[config.mk]
export PLATFORM = sky130hd
export DESIGN_NAME = chest_ls_avg_reader
export DESIGN_NICKNAME = d
export VERILOG_FILES = /design/src/rtl/chest_ls_avg_reader.sv
export SDC_FILE = /design/constraint.sdc
export NUM_CORES = 1
export LEC_CHECK = 0
export ABC_CLOCK_PERIOD_IN_PS = 6400
export BUFFER_PORTS_ARGS = -buffer_cell sky130_fd_sc_hd__buf_2
export CAP_MARGIN = 10
export CORE_UTILIZATION = 45
export DETAILED_ROUTE_END_ITERATION = 12
export GPL_TIMING_DRIVEN = 0
export SLEW_MARGIN = 20
export SYNTH_ARGS = -nofsm -noshare
export SYNTH_HDL_FRONTEND = slang
export SYNTH_SLANG_ARGS = --single-unit
[constraint.sdc]
create_clock -name clk -period 6.4 [get_ports clk]
set_input_delay 0.64 -clock clk [delete_from_list [all_inputs] [get_ports clk]]
set_output_delay 0.64 -clock clk [all_outputs]
set_load 0.01 [all_outputs]
[src/rtl/chest_ls_avg_reader.sv]
// chest_ls_avg_reader: sequences reads of the four LS estimates and registers
// rounded per-symbol and whole-slot averages of the real and imaginary parts.
module chest_ls_avg_reader #(
  parameter int WIDTH_R_I = 16
) (
  input  logic                   clk,
  input  logic                   rst,
  input  logic                   start,
  output logic [1:0]             rd_addr,
  input  logic signed [WIDTH_R_I:0] real_part_reg,
  input  logic signed [WIDTH_R_I:0] imag_part_reg,
  output logic                   busy,
  output logic                   valid,
  output logic signed [WIDTH_R_I:0] h_sym0_r,
  output logic signed [WIDTH_R_I:0] h_sym0_i,
  output logic signed [WIDTH_R_I:0] h_sym1_r,
  output logic signed [WIDTH_R_I:0] h_sym1_i,
  output logic signed [WIDTH_R_I:0] h_avg_r,
  output logic signed [WIDTH_R_I:0] h_avg_i
);
  localparam int EW = WIDTH_R_I + 1;
  typedef enum logic [1:0] {IDLE, READ, FINISH} state_t;
  state_t state;
  logic signed [EW:0] s0_r, s0_i, s1_r, s1_i;
  logic signed [EW+1:0] tot_r, tot_i;
  // Pair mean: (a + b + 1) >>> 1, kept signed so the shift is arithmetic.
  function automatic logic signed [EW-1:0] rnd_pair(input logic signed [EW:0] s);
    logic signed [EW:0] t;
    t = s + signed'({{EW{1'b0}}, 1'b1});
    t = t >>> 1;
    return t[EW-1:0];
  endfunction
  function automatic logic signed [EW-1:0] rnd_quad(input logic signed [EW+1:0] s);
    logic signed [EW+1:0] t;
    t = s + signed'({{EW{1'b0}}, 2'b10});
    t = t >>> 2;
    return t[EW-1:0];
  endfunction
  always_comb begin
    tot_r = {s0_r[EW], s0_r} + {s1_r[EW], s1_r};
    tot_i = {s0_i[EW], s0_i} + {s1_i[EW], s1_i};
  end
  always_ff @(posedge clk or negedge rst)
    if (!rst) begin
      state    <= IDLE;
      rd_addr  <= 2'd0;
      busy     <= 1'b0;
      valid    <= 1'b0;
      s0_r     <= '0;
      s0_i     <= '0;
      s1_r     <= '0;
      s1_i     <= '0;
      h_sym0_r <= '0;
      h_sym0_i <= '0;
      h_sym1_r <= '0;
      h_sym1_i <= '0;
      h_avg_r  <= '0;
      h_avg_i  <= '0;
    end else begin
      valid <= 1'b0;
      case (state)
        IDLE:
          if (start) begin
            state   <= READ;
            busy    <= 1'b1;
            rd_addr <= 2'd0;
            s0_r    <= '0;
            s0_i    <= '0;
            s1_r    <= '0;
            s1_i    <= '0;
          end
        READ: begin
          if (rd_addr[1]) begin
            s1_r <= s1_r + {real_part_reg[EW-1], real_part_reg};
            s1_i <= s1_i + {imag_part_reg[EW-1], imag_part_reg};
          end else begin
            s0_r <= s0_r + {real_part_reg[EW-1], real_part_reg};
            s0_i <= s0_i + {imag_part_reg[EW-1], imag_part_reg};
          end
          rd_addr <= rd_addr + 2'd1;
          state   <= (rd_addr == 2'd3) ? FINISH : READ;
        end
        FINISH: begin
          h_sym0_r <= rnd_pair(s0_r);
          h_sym0_i <= rnd_pair(s0_i);
          h_sym1_r <= rnd_pair(s1_r);
          h_sym1_i <= rnd_pair(s1_i);
          h_avg_r  <= rnd_quad(tot_r);
          h_avg_i  <= rnd_quad(tot_i);
          valid    <= 1'b1;
          busy     <= 1'b0;
          state    <= IDLE;
        end
        default: state <= IDLE;
      endcase
    end
endmodule

# Word-level counts from Yosys, hierarchy flattened
# Index checks and enable logic that the tools add are counted.
classes:
  addsub: 13
  n_eq_ne: 6
  muxes: 17
  reduce_logical: 7
op_table:
  columns: ["cell", "n"]
  rows:
  - ["one-hot mux 18 bit (2 select lines)", 4]
  - ["two-way mux 18 bit", 5]
  - ["adder 18 bit", 4]
  - ["adder 18 x 2 -> 18 bit, second input constant", 4]
  - ["adder 18 x 18 -> 19 bit", 2]
  - ["adder 19 x 3 -> 19 bit, second input constant", 2]
  - ["one-hot mux 2 bit (2 select lines)", 2]
  - ["two-way mux 2 bit", 3]
  - ["inequality test 2 bit, second input constant", 3]
  - ["AND reduction 3 bit", 2]
  - ["== test 2 bit, second input constant", 2]
  - ["AND reduction 2 bit", 2]
  - ["nonzero test 2 bit", 2]
  - ["adder 2 x 1 -> 2 bit, second input constant", 1]
  - ["== test 2 x 1 -> 1 bit, second input constant", 1]
  - ["zero test 2 bit", 1]
  - ["two-way mux 1 bit", 2]
  - ["one-hot mux 1 bit (2 select lines)", 1]
word_totals:
  reg_bits: 180
  in_bits: 37
  output_inout_bits: 106
  word_cells: 57

# Depth between registers and ports, before layout
logic_depth:
  word_depth: 3
  ltp_mapped: 11
  mapped_depth_nobuf: 11

# Worst setup path after synthesis
# No wires, ideal clock.
synth_path:
  kind: "register to register"
  from: "register s0_i[1]"
  to: "register h_avg_i[13]"
  setup_ps: 69
  arrival_ps: 2567
  t_required_ps: 6331
  setup_slack_ps: 3764
  path_stages_with_launch: 12
  n_path_buf: 0
  synth_period_minus_slack_ps: 2636
  cell_sequence: "dfrtp_1 > inv_1 > ha_1 > nand3b_1 > fa_1 > nor2b_1 > o31a_1 > o311ai_1 > a21oi_1 > nor2_1 > or4_1 > nand3_1"
synth_between:
  elab_chain_cells: 2
synth_rtl:
  columns: ["element", "line_no", "source"]
  rows:
  - ["start, declared", "24", "logic signed [EW:0] s0_r, s0_i, s1_r, s1_i;"]
  - ["start signal, assigned", "78", "s0_i <= s0_i + {imag_part_reg[EW-1], imag_part_reg};"]
  - ["adder 18 x 18 -> 19 bit", "41", "tot_i = {s0_i[EW], s0_i} + {s1_i[EW], s1_i};"]
  - ["adder 19 x 3 -> 19 bit", "35", "t = s + signed'({{EW{1'b0}}, 2'b10});"]
  - ["end signal, assigned", "89", "h_avg_i <= rnd_quad(tot_i);"]
  - ["end, declared", "19", "output logic signed [WIDTH_R_I:0] h_avg_i"]
# No other way between the ends.
# A chain may end at the register's enable or synchronous reset.

# Worst setup path after layout
# Same ends and word-level chain as after synthesis.

==> flow_metrics.env <==
export IMPL_post_synth_inst_count=1411
export IMPL_rr_worst_depth=11
export IMPL_netSwitchingFraction=0.472
export IMPL_tritoncts="done"
export IMPL_fmaxAchievable_mhz=311
export IMPL_wirelength_um=37100
export IMPL_synth_area_leaders="dfrtp_1, ha_1, o21ai_0, nand2_1, xor2_1"
export IMPL_outcome="finished, final reports clean"
export IMPL_timing_critical_path_slowest_cell_delay_ns=0.48
export IMPL_r2r_end="h_avg_i[13]"
export IMPL_floorplan_die_height_um=168
export IMPL_antenna_found_initial=0
export IMPL_synth_net_count=1593
export IMPL_first_global_vias=10539
export IMPL_core_region_area_mm2=0.0270
export IMPL_cts_htree_levels=4
export IMPL_largest_net_degree_at_the_start_of_global_routing=83
export IMPL_total_power_uw=7230
export IMPL_final_min_clock_period_ns=3.21
export IMPL_detail_route_drc_violations=0
export IMPL_fin_util=0.527
export IMPL_routed_via_count=10914
export IMPL_post_cts_resized_instances=0
export IMPL_seqPwrFrac=0.315
export IMPL_synth_top_cell_area_share=0.362
export IMPL_setup_tns_final_ns=0
export IMPL_antenna_left=0
export IMPL_cts_sink_count=180
export IMPL_gp_congestion=0.908
export IMPL_post_cts_setup_repair_bufs=0
export IMPL_synthArstFlopShare=1.00
export IMPL_average_detailed_routed_wire_length_per_instance_um=19.2
export IMPL_synth_yosys_seq_area_share=0.362
export IMPL_numCtsBuffers=17
export IMPL_cell_area_after_placement_mm2=0.0136
export IMPL_synthDistinctLibCells=55
export IMPL_boundaryPins=143
export IMPL_grt_pass1_wl_um=58400
export IMPL_post_synth_instance_area_mm2=0.0124
export IMPL_final_hold_viol_count=0
export IMPL_synthesized_area_per_cell_um2=8.81
export IMPL_cp_startpoint="s0_i[1]"
export IMPL_placement_io_buffers=142
export IMPL_die_area_mm2=0.0283
export IMPL_hpwl_um=28800
export IMPL_critical_path_cell_chain="inv_1 -> ha_1 -> nand3b_1 -> fa_1 -> nor2b_1 -> o31a_1 -> o311ai_1 -> a21oi_1 -> nor2_1 -> or4_1 -> nand3_1"
export IMPL_fin_area_mm2=0.0142
export IMPL_synth_enable_flop_cells=0
export IMPL_cp_slowest_cell="or4_1"
export IMPL_worst_clock_skew_ns=0.0110
export IMPL_clock_power_share=0.154
export IMPL_ir_drop_uv=188
export IMPL_timing_max_transition_violations_final=0
export IMPL_timing_critical_path_arrival_ns=3.60
export IMPL_std_cell_rows=60
export IMPL_cts_root_buf="clkbuf_16"
export IMPL_least_margin_pin_slew_ns=0.975
export IMPL_worstPathBufferInverterCount=1
export IMPL_max_slew_margin_rel=0.348
export IMPL_final_period_utilization=0.502
export IMPL_net_switching_power_uw=3410
export IMPL_max_cap_violations=0
export IMPL_drive_gt1_frac=0.112
export IMPL_placed_cells=1896
export IMPL_num_antenna_cells=0
export IMPL_vias_per_cell=5.66
export IMPL_hold_crit_class="in -> async"
export IMPL_part_of_the_power_in_combinational_logic=0.532
export IMPL_powerDensity_mw_per_mm2=508
export IMPL_area_growth_syn_to_layout_pct=14.6
export IMPL_chipWidth_um=168
export IMPL_rsz0062_at_grt="no"
export IMPL_setup_violations_final=0
export IMPL_cts_hold_buffers_added=0
export IMPL_grt_use_total=0.269
export IMPL_layout_cells_most_common_list="nand2_1, o21ai_0, dfrtp_1, buf_2, ha_1"
export IMPL_clock_tree_buffer_depth=2
export IMPL_yosysWarningCount=0
export IMPL_startpoint_type="register"
export IMPL_setup_reg_to_reg_worst_slack_ns=3.19
export IMPL_p_leak_uw=0.00681
export IMPL_finish_net_count=1756
export IMPL_final_common_cell="nand2_1"
export IMPL_endpoint_kind="register"
export IMPL_final_cell_count_no_fill=1928
export IMPL_initial_utilization=0.460
export IMPL_yosys_top_cell_by_area="dfrtp_1"
export IMPL_critPathRequiredTime_ns=6.79
export IMPL_nFillCells=2633
export IMPL_dr_first_iter_drc_count=631
export IMPL_ys_flop_type="dfrtp_1"
export IMPL_timing_critical_path_fanout_max=6
export IMPL_global_route_overflow_total=0
export IMPL_setup_worst_path_class="reg -> reg"
export IMPL_clk_transition_reported_paths_ns=0.08
export IMPL_crit_family="simple AND/OR/NAND/NOR gates"
export IMPL_beginning_of_the_worst_register_to_register_path="s0_i[1]"
export IMPL_drt_first_pass_iters=6
export IMPL_synth_ff_latch_count=180
export IMPL_insertion_delay_to_the_later_sink_of_the_worst_skew_pair_ns=0.45
export IMPL_p_int_uw=3820
## area by class of cell
type,count,area (µm²),area share
Tap cell,341,427,0.0300
Buffer,40,150,0.0105
Timing Repair Buffer,144,776,0.0545
Multi-Input combinational cell,1150,7630,0.535
Clock inverter,15,181,0.0127
Sequential cell,180,4500,0.316
Clock buffer,17,425,0.0299
Inverter,41,154,0.0108
## worst reg2reg max path, stage by stage (launching register included)
cell      delay, ns
dfrtp_1        0.47
inv_1          0.13
ha_1           0.32
nand3b_1       0.18
fa_1           0.44
nor2b_1        0.17
o31a_1         0.24
o311ai_1       0.18
a21oi_1        0.30
nor2_1         0.16
or4_1          0.48
nand3_1        0.09
## layer usage
layer  track usage  vias to the layer above  share of wire  routed length [µm]
li1              -                     5374              -                   -
met1         0.351                     5193           0.45               16700
met2         0.468                      297           0.49               18100
met3        0.0315                       50          0.041                1520
met4        0.0810                        0          0.021                 766
met5             0                        -              0                   0
## power groups by stage
stage / clock network [µW] / registers [µW] / logic, µW
finish: 1110 / 2270 / 3840
global route: 1170 / 2340 / 4350
CTS: 1130 / 2270 / 3850
detailed placement: 0 / 2290 / 3810
global placement: 0 / 2280 / 3770
floorplan: 0 / 2240 / 2530
## registers in the layout, summed over array words and instances (netlist names), 18 cells and up
name and flops:
s1_r 18, s0_i 18, s0_r 18, s1_i 18
## worst max-delay path by stage
| stage | endpoint | cells past startpoint |
|---|---|---|
| after floorplan | h_avg_i[13] | 11 |
| after global placement | s1_r[14] | 1 |
| after detailed placement | h_avg_i[13] | 11 |
| after CTS | h_avg_i[13] | 11 |
| after global routing | h_avg_i[13] | 11 |
| final | h_avg_i[13] | 11 |
## synth_stat cells (all sizes together) (19+ instances only)
library cell and instances:
a21oi 79, nand4 22, inv 41, clkbuf 38
o21ai 183, dfrtp 180, xor2 73, ha 139
nand2b 19, nor2 66, a21o 31, nand2 229
xnor2 70, nand3 45
## stage by stage
step / setup slack, ns / hold slack, ns
2_1_floorplan: 3.76 / 0.344
3_3_place_gp: 1.57 / 0.458
3_5_place_dp: 3.15 / 0.465
4_1_cts: 3.12 / 0.0240
5_1_grt: 2.90 / 0.0307
6_report: 3.19 / 0.0359
## kinds of logic after synthesis
family                     count (synthesis)  synth area share
xor gates and xnor gates                 143             0.101
DFF                                      180             0.362
AOI/OAI and AO/OA                        409             0.197
and+or+nand+nor                          452             0.165
buffers and inverters                     81            0.0245
muxes                                      1          0.000805
adders and majority gates                145             0.150
Note: power is estimated with default switching activity, not from simulation.
